File: src/rtl/neopixel_pkg.sv
// Shared constants for the NeoPixel frame buffer: byte lanes, FSM states, pixel width.
// Pure definitions, no logic; imported by the bank and the top.
package neopixel_pkg;

  localparam int PIXEL_W = 24;

  localparam logic [1:0] BYTE_GREEN = 2'd0;
  localparam logic [1:0] BYTE_RED   = 2'd1;
  localparam logic [1:0] BYTE_BLUE  = 2'd2;

  localparam logic [PIXEL_W-1:0] DEFAULT_COLOR_DEF = 24'h101010;

  typedef enum logic [1:0] {
    STATE_IDLE    = 2'd0,
    STATE_PENDING = 2'd1,
    STATE_COPY    = 2'd2
  } state_t;

  // One-hot lane enable for a host byte select; the reserved select enables nothing.
  function automatic logic [2:0] byte_mask(input logic [1:0] sel);
    logic [2:0] m;
    m = 3'b000;
    case (sel)
      BYTE_GREEN: m = 3'b001;
      BYTE_RED:   m = 3'b010;
      BYTE_BLUE:  m = 3'b100;
      default:    m = 3'b000;
    endcase
    return m;
  endfunction

endpackage

File: src/rtl/neopixel_pixel_bank.sv
// PIXELS_MAX x 24-bit pixel store: one byte-masked write port (1-cycle), one combinational read port.
// No backpressure; out-of-range writes are dropped and out-of-range reads return zero.
module neopixel_pixel_bank
  import neopixel_pkg::*;
#(
  parameter int PIXELS_MAX  = 3,
  parameter int PIXELS_BITS = 2
) (
  input  logic                   i_clk,
  input  logic                   i_rst_n,
  input  logic                   i_wr_vld,
  input  logic [PIXELS_BITS-1:0] i_wr_idx,
  input  logic [2:0]             i_wr_mask,
  input  logic [PIXEL_W-1:0]     i_wr_dat,
  input  logic [PIXELS_BITS-1:0] i_rd_idx,
  output logic [PIXEL_W-1:0]     o_rd_dat
);

  logic [PIXEL_W-1:0] r_mem [PIXELS_MAX];
  logic               w_wr_in_range;
  logic               w_rd_in_range;

  assign w_wr_in_range = int'(i_wr_idx) < PIXELS_MAX;
  assign w_rd_in_range = int'(i_rd_idx) < PIXELS_MAX;

  always_ff @(posedge i_clk or negedge i_rst_n) begin
    if (!i_rst_n) begin
      for (int p = 0; p < PIXELS_MAX; p++) begin
        r_mem[p] <= '0;
      end
    end else if (i_wr_vld && w_wr_in_range) begin
      for (int b = 0; b < 3; b++) begin
        if (i_wr_mask[b]) begin
          r_mem[i_wr_idx][b*8 +: 8] <= i_wr_dat[b*8 +: 8];
        end
      end
    end
  end

  assign o_rd_dat = w_rd_in_range ? r_mem[i_rd_idx] : '0;

endmodule

File: src/rtl/neopixel_frame_buffer.sv
// Double-buffered pixel store: host bytes land in the back bank, COMMIT copies back->front during the serializer latch gap.
// Read latency 1 cycle; BUS_READY is held low only while the PIXELS_MAX-cycle copy runs.
module neopixel_frame_buffer
  import neopixel_pkg::*;
#(
  parameter int                 PIXELS_MAX    = 3,
  parameter int                 PIXELS_BITS   = 2,
  parameter logic [PIXEL_W-1:0] DEFAULT_COLOR = DEFAULT_COLOR_DEF
) (
  input  logic                   CLK_10MHZ,
  input  logic                   RESET_N,
  input  logic [PIXELS_BITS+1:0] BUS_ADDR,
  input  logic [7:0]             BUS_DATA,
  input  logic                   BUS_VALID,
  output logic                   BUS_READY,
  input  logic                   COMMIT,
  output logic                   COMMIT_PENDING,
  input  logic                   STREAM_IDLE,
  output logic                   FRAME_HOLD,
  input  logic [PIXELS_BITS-1:0] PIXEL_INDEX,
  output logic [PIXEL_W-1:0]     PIXEL_VALUE
);

  localparam logic [PIXELS_BITS-1:0] LAST_IDX = PIXELS_BITS'(PIXELS_MAX - 1);

  state_t                 r_state;
  state_t                 w_state_nxt;
  logic [PIXELS_BITS-1:0] r_cnt;
  logic [PIXELS_BITS-1:0] w_cnt_nxt;
  logic                   r_again;
  logic                   w_again_nxt;
  logic                   r_bus_ready;
  logic                   r_frame_hold;
  logic [PIXEL_W-1:0]     r_pixel_value;

  logic [PIXELS_BITS-1:0] w_bus_pix;
  logic [1:0]             w_bus_sel;
  logic [2:0]             w_back_mask;
  logic                   w_bus_acc;
  logic                   w_back_wr_vld;
  logic                   w_copy_vld;
  logic                   w_rd_in_range;
  logic [PIXEL_W-1:0]     w_back_rd_dat;
  logic [PIXEL_W-1:0]     w_front_rd_dat;

  assign w_bus_pix     = BUS_ADDR[PIXELS_BITS+1:2];
  assign w_bus_sel     = BUS_ADDR[1:0];
  assign w_back_mask   = byte_mask(w_bus_sel);
  assign w_bus_acc     = BUS_VALID && r_bus_ready;
  // Out-of-range pixels and the reserved lane still complete the handshake; the mask/range drop the data.
  assign w_back_wr_vld = w_bus_acc && (int'(w_bus_pix) < PIXELS_MAX);
  assign w_copy_vld    = (r_state == STATE_COPY);
  assign w_rd_in_range = int'(PIXEL_INDEX) < PIXELS_MAX;

  neopixel_pixel_bank #(
    .PIXELS_MAX (PIXELS_MAX),
    .PIXELS_BITS(PIXELS_BITS)
  ) u_back (
    .i_clk    (CLK_10MHZ),
    .i_rst_n  (RESET_N),
    .i_wr_vld (w_back_wr_vld),
    .i_wr_idx (w_bus_pix),
    .i_wr_mask(w_back_mask),
    .i_wr_dat ({3{BUS_DATA}}),
    .i_rd_idx (r_cnt),
    .o_rd_dat (w_back_rd_dat)
  );

  neopixel_pixel_bank #(
    .PIXELS_MAX (PIXELS_MAX),
    .PIXELS_BITS(PIXELS_BITS)
  ) u_front (
    .i_clk    (CLK_10MHZ),
    .i_rst_n  (RESET_N),
    .i_wr_vld (w_copy_vld),
    .i_wr_idx (r_cnt),
    .i_wr_mask(3'b111),
    .i_wr_dat (w_back_rd_dat),
    .i_rd_idx (PIXEL_INDEX),
    .o_rd_dat (w_front_rd_dat)
  );

  always_comb begin
    w_state_nxt = r_state;
    w_cnt_nxt   = r_cnt;
    w_again_nxt = r_again;
    case (r_state)
      STATE_IDLE: begin
        if (COMMIT) begin
          w_state_nxt = STATE_PENDING;
        end
      end
      STATE_PENDING: begin
        if (STREAM_IDLE) begin
          w_state_nxt = STATE_COPY;
          w_cnt_nxt   = '0;
          w_again_nxt = 1'b0;
        end
      end
      STATE_COPY: begin
        w_again_nxt = r_again || COMMIT;
        if (r_cnt == LAST_IDX) begin
          // A commit seen at any point of the copy, including its last cycle, queues another copy.
          w_state_nxt = (r_again || COMMIT) ? STATE_PENDING : STATE_IDLE;
          w_cnt_nxt   = '0;
          w_again_nxt = 1'b0;
        end else begin
          w_cnt_nxt = r_cnt + PIXELS_BITS'(1);
        end
      end
      default: begin
        w_state_nxt = STATE_IDLE;
      end
    endcase
  end

  always_ff @(posedge CLK_10MHZ or negedge RESET_N) begin
    if (!RESET_N) begin
      r_state      <= STATE_IDLE;
      r_cnt        <= '0;
      r_again      <= 1'b0;
      r_bus_ready  <= 1'b1;
      r_frame_hold <= 1'b0;
    end else begin
      r_state      <= w_state_nxt;
      r_cnt        <= w_cnt_nxt;
      r_again      <= w_again_nxt;
      r_bus_ready  <= (w_state_nxt != STATE_COPY);
      r_frame_hold <= (w_state_nxt == STATE_COPY);
    end
  end

  always_ff @(posedge CLK_10MHZ or negedge RESET_N) begin
    if (!RESET_N) begin
      r_pixel_value <= '0;
    end else begin
      r_pixel_value <= w_rd_in_range ? w_front_rd_dat : DEFAULT_COLOR;
    end
  end

  assign BUS_READY      = r_bus_ready;
  assign FRAME_HOLD     = r_frame_hold;
  assign COMMIT_PENDING = (r_state != STATE_IDLE);
  assign PIXEL_VALUE    = r_pixel_value;

endmodule

File: config.mk
export PLATFORM = sky130hd
export DESIGN_NAME = neopixel_frame_buffer
export DESIGN_NICKNAME = d
export VERILOG_FILES = /design/src/rtl/neopixel_pkg.sv /design/src/rtl/neopixel_pixel_bank.sv /design/src/rtl/neopixel_frame_buffer.sv
export SDC_FILE = /design/constraint.sdc
export NUM_CORES = 1
export LEC_CHECK = 0
export ABC_AREA = 0
export CAP_MARGIN = 20
export CORE_MARGIN = 2
export CORE_UTILIZATION = 60
export DETAILED_ROUTE_END_ITERATION = 12
export PLACE_DENSITY = 0.8
export SYNTH_ARGS = -nofsm -noshare
export SYNTH_HDL_FRONTEND = slang
export SYNTH_HIERARCHICAL = 1
export SYNTH_SLANG_ARGS = --single-unit
File: constraint.sdc
create_clock -name CLK_10MHZ -period 2 [get_ports CLK_10MHZ]
set_input_delay 0.4 -clock CLK_10MHZ [delete_from_list [all_inputs] [get_ports CLK_10MHZ]]
set_output_delay 0.4 -clock CLK_10MHZ [all_outputs]
set_load 0.05 [all_outputs]
* After elaboration in Yosys (flattened, before gate mapping)
Cells that the tools add are included.
Widths: inputs -> output; s select.
** Word-level totals
- Register bits after elaboration :: 175
- Latch bits :: 0
- Memory bits (writable) :: 0
- Bits in read-only memories :: 0
- Word-level logic and storage cells :: 89
- Memories kept :: 0
** Operators by class
- Add/sub/neg operators :: 1
- Multiply operators :: 0
- Divide/modulo/power cells :: 0
- $lt $le $gt $ge :: 8
- Equal/unequal tests :: 8
- Shifts and indexed selects :: 0
- Mux-type cells :: 45
- Bitwise gates (word level) :: 3
- Reductions and logical operators :: 12
** Operator list (number)
- $mux 72 :: 7
- $bwmux 72 :: 6
- $demux 24 s2 :: 6
- $mux 24 :: 8
- $bmux 24 s2 :: 2
- $mux 16 :: 2
- $mux 8 :: 2
- $mux 2 :: 5
- $ge 3x3->1 const B :: 3
- $not 2->3 :: 3
- $pmux 3 s3 :: 1
- $eq 2x2->1 const B :: 4
- $logic_and 1x1->1 :: 6
- $lt 2x2->1 const B :: 3
- $lt 3x1->1 const B :: 2
- $pmux 2 s3 :: 1
- $eq 2x1->1 const B :: 2
- $logic_not 2->1 :: 2
- $ne 2x2->1 const B :: 2
- $pmux 2 s2 :: 1
- $reduce_bool 2->1 :: 2
- $mux 1 :: 3
- $add 2x1->2 const B :: 1
- $pmux 1 s2 :: 1
- other kinds (2) :: 2

* Logic depth before layout (Yosys ltp)
- Word-level depth :: 13
- Mapped depth :: 6

* Cells and area by module
The synthesis kept the hierarchy.
** Modules (own cells, without submodules)
- neopixel_pixel_bank (u_front) :: instances 1, cells each 217, area an instance 3399.5 um^2
- neopixel_pixel_bank (u_back) :: instances 1, cells each 217, area an instance 3397.0 um^2
- neopixel_frame_buffer :: instances 1, cells each 84, area an instance 1119.8 um^2

* Least setup slack after synthesis
Ideal clock, no wire load.
- Kind :: register to register
- Start point :: register r_bus_ready, in the netlist BUS_READY
- End point :: register u_back/r_mem[56] (netlist bit)
- Setup time :: 0.125 ns
- Data arrival time :: 1.714 ns
- Slack :: 0.161 ns
- Cell stages (with the launch flop) :: 7
- Buffers on the path :: 2
- Period minus slack after synthesis :: 1.839 ns
- Cell sequence :: dfstp_2 nand2_1 a21oi_1 buf_2 and4bb_1 buf_6 mux2_4
** Between the ends
- Cells in the longest elaborated chain, start to end :: 3
** Ends and longest elaborated chain
- from (decl) :: line neopixel_frame_buffer.sv:32 : logic r_bus_ready;
- from (signal assigned) :: line neopixel_frame_buffer.sv:128 : r_bus_ready <= (w_state_nxt != STATE_COPY);
- $logic_and 1x1->1 :: line neopixel_frame_buffer.sv:49 : assign w_bus_acc = BUS_VALID && r_bus_ready;
- $logic_and 1x1->1 :: line neopixel_frame_buffer.sv:51 : assign w_back_wr_vld = w_bus_acc && (int'(w_bus_pix) < PIXELS_MAX);
- named net w_back_wr_vld :: line neopixel_frame_buffer.sv:40 : logic w_back_wr_vld;
- $logic_and 1x1->1 :: line neopixel_pixel_bank.sv:31 : end else if (i_wr_vld && w_wr_in_range) begin
- to (signal, indexed assignment) :: line neopixel_pixel_bank.sv:34 : r_mem[i_wr_idx][b*8 +: 8] <= i_wr_dat[b*8 +: 8];
- to (decl) :: line neopixel_pixel_bank.sv:19 : logic [PIXEL_W-1:0] r_mem [PIXELS_MAX];
The timed path passes the listed nets, and every way through them passes these cells.
A chain may end at the register's enable or synchronous reset.

* Final worst setup path
- Start point :: register r_pixel_value[10], in the netlist PIXEL_VALUE[10]
- End point :: output port PIXEL_VALUE[10]
** RTL lines
- from (decl) :: line neopixel_frame_buffer.sv:34 : logic [PIXEL_W-1:0] r_pixel_value;
- from (signal assigned) :: line neopixel_frame_buffer.sv:137 : r_pixel_value <= w_rd_in_range ? w_front_rd_dat : DEFAULT_COLOR;
- to (decl) :: line neopixel_frame_buffer.sv:21 : output logic [PIXEL_W-1:0] PIXEL_VALUE
No word-level cell between the ends.

==> impl_metrics.toml <==
[sta]
fmax_mhz = 510
finalClockSkew_ns = 0.00562
worst-slew-pin-transition_ns = 0.531
final_max_slew_viol_count = 0
report.final.setup_viol = 0
max_slew_margin_pct = 64.6
fin_hold_ws_ns = 0.502
finalCriticalPeriod_ns = 1.96
final_min_period_over_clock_period_pct = 98.1
setup_repair_after_global_routing_missed_its_margin = "false"
report.final.hold_viol_count = 0

[power]
peakVddDrop_uv = 774
power.share.combinational_pct = 32.5
p_switching_mw = 4.18
power_report.internal_total_mw = 9.02
power.share.clock_pct = 25.4
static-leakage-power_nw = 4.42
power_dens_cells_nw_per_um2 = 1420
switching_share_pct = 31.7
seq_power_share_pct = 42.2
totalPowerFinal_mw = 13.2

[final_layout]
nNetsFinal = 609
layout-drive-gt1-share_pct = 37.6
layout.core_utilization_pct = 73.0
synthToLayoutAreaGrowth_pct = 17.8
antenna_cells_inserted = 0

[critical_path]
crit_path_required_time_ns = 1.60
worstPathBufferInverterCount = 1
cpPeakStageDelay_ns = 0.81
timing.critical_path.max_delay_family = "buffers and inverters"
cp-end-kind = "output pin"
crit_slowest_cell = "clkdlybuf4s50_1"
crit_arrival_ns = 1.56
crit_chain = "clkdlybuf4s50_1"
worst-setup-path-type = "reg -> out"
crit_path_max_fanout = 1
startpoint_type = "flop"

[yosys]
synth_cells = 518
synth_seq_cells = 175
synth.cell_area_sq_um = 7920
synth_cell_types = 30
synth_seq_area_share_pct = 55.3
synth_top_area_cell = "dfrtp_1"
netlist.area_leader.share_pct = 55.0
synth_top_cells_by_area = "dfrtp_1 (55%), mux2_2 (14%), mux2_4 (9.1%)"
yosysWarnings = 6
synth.avg_cell_area_sq_um = 15.3

[global_route]
grt_antenna_before_repair = 0
grt_util_all_layers_pct = 23.6
grt_start_max_net_pins = 56
first_global_vias = 4808
globalRoute.totalOverflow = 0
wire_length_of_the_first_global_routing_pass_microns = 25700

[die]
core.rowCount = 41
initial_utilization_pct = 62.0
floorplan.die.height_microns = 119
io_pins = 46
floorplan.die_area_sq_um = 14100
design.core.area_sq_um = 12800
die_width_microns = 119

[cts]
cts-buffers-inserted = 17
cts.sink_count = 175
cts-htree-levels = 4
post_cts_resize_count = 0
tritoncts = "built"
clkLatencyLatePin_ns = 0.43
clock_path_buffers = 2
clk_pin_slew_worst_setup_hold_paths_ns = 0.07
cts-root-buf = "clkbuf_16"

[detailed_routing]
routed_via_density = 5.81
route.antenna.remaining_nets = 0
drt_pass1_iterations = 4
routed_wire_length_per_instance_microns = 20.0
drt-initial-drc-count = 272
drc_violation_count_after_routing = 0
wirelength_microns = 15500
vias = 4505

[place]
place.detailed.hpwl_microns = 10300
gp_congestion = 0.774
port_buffers = 45

[flow_run]
max-cap-violations = 0

[outcome]
run_status = "finished clean"

[hold_path]
hold_path.class = "in -> async"
[synthesized netlist by cell type (all sizes together)]
cell       n
a21o       2
dfrtp    174
and4bb     6
and2b      1
inv        1
o2bb2ai   48
nand2      2
a22o       1
a211oi     1
a221oi     1
conb       1
nand2b     4
buf       24
dfstp      1
or2        1
a21oi      3
nor3       1
mux2     145
and2      21
mux2i     48
clkbuf     8
nor2       3
o21ai      1
nand4b    12
nor2b      8
[cells by family (layout without fill, tap and decap cells)]
logic type | after synthesis | in the layout | synth area share [%]
AOI/OAI and AO/OA | 57 | 57 | 6.13
and+or+nand+nor | 59 | 59 | 6.56
DFF | 175 | 175 | 55.3
buffers and inverters | 33 | 110 | 2.96
other | 1 | 9 | 0.0474
muxes | 193 | 193 | 29.0
[layout make-up]
cell class	count	area (sq um)
sequential	175	4380
fill	834	3450
multi-input combinational	318	3330
timing repair buffer	77	790
clock buffer	23	468
tap	172	215
clock inverter	9	134
inverter	1	3.75
[cells in the final DEF, fill, tap and decap left out, drive strengths merged, types with 6 or more instances in the layout]
| cell | n |
|---|---|
| nand4b | 12 |
| and4bb | 6 |
| buf | 34 |
| mux2 | 145 |
| conb | 9 |
| clkbuf | 23 |
| dfrtp | 174 |
| and2 | 21 |
| nor2b | 8 |
| o2bb2ai | 48 |
| clkdlybuf4s50 | 42 |
| mux2i | 48 |
[through the flow]
| stage | cell area (sq um) | cells | setup slack [ns] | TNS, ns |
|---|---|---|---|---|
| 2_1_floorplan | 7950 | 526 | 0.161 | 0 |
| 3_3_place_gp | 8710 | 742 | -0.0450 | -1.64 |
| 3_5_place_dp | 8710 | 742 | -0.101 | -3.56 |
| 4_1_cts | 9320 | 775 | 0.0128 | 0 |
| 5_1_grt | 9320 | 775 | 0.00301 | 0 |
| 6_report | 9320 | 775 | 0.0390 | 0 |
[worst reg2reg max path, delay by kind of cell, from the launching register on]
kind,cells,cell delay [ns]
mux,1,0.40
flops,1,0.47
buf+inv,1,0.20
simple gates,2,0.72
[path summary, 6_finish.rpt]
kind / end / startpoint / cells after the start / slack (ns)
worst min register to register: u_front/r_mem[3]$_DFFE_PN0P_ / u_front/r_mem[3]$_DFFE_PN0P_ / 1 / 0.50
worst min-delay path: PIXEL_VALUE[22]$_DFF_PN0_ / RESET_N / 2 / 0.50
worst max register to register: u_front/r_mem[0]$_DFFE_PN0P_ / r_state[0]$_DFF_PN0_ / 4 / 0.09
max in group asynchronous: BUS_READY$_DFF_PN1_ / RESET_N / 3 / 0.83
min in group CLK_10MHZ: u_front/r_mem[3]$_DFFE_PN0P_ / u_front/r_mem[3]$_DFFE_PN0P_ / 1 / 0.50
worst max-delay path: PIXEL_VALUE[10] / PIXEL_VALUE[10]$_DFF_PN0_ / 1 / 0.04
[power by group through the flow]
stage                     sequential, mW  combinational, mW  clock [mW]
after global routing                5.72               4.59        3.56
final                               5.57               4.29        3.35
after detailed placement            5.60               4.25           0
after global placement              5.51               4.10           0
after CTS                           5.55               4.29        3.40
after floorplan                     5.79               2.82           0
[what timing repair did]
item / CTS / global route
endpoints found under the hold margin: 50 / 0
hold buffers: 1 / 0
setup buffers: 0 / 0
[flip-flops by register name, indices dropped and copies added, names as in the netlist]
signal	flops
u_back/r_mem	72
r_again	1
r_state	2
PIXEL_VALUE	24
r_cnt	2
FRAME_HOLD	1
BUS_READY	1
u_front/r_mem	72
[metal layers]
layer	vias up	routed length (microns)	global-route usage, %
met5	-	0	0
met4	0	210	7.59
met3	21	660	5.12
met2	109	7310	37.2
met1	2337	7360	33.1
li1	2038	-	-
Power figures use the tool's default switching activity.
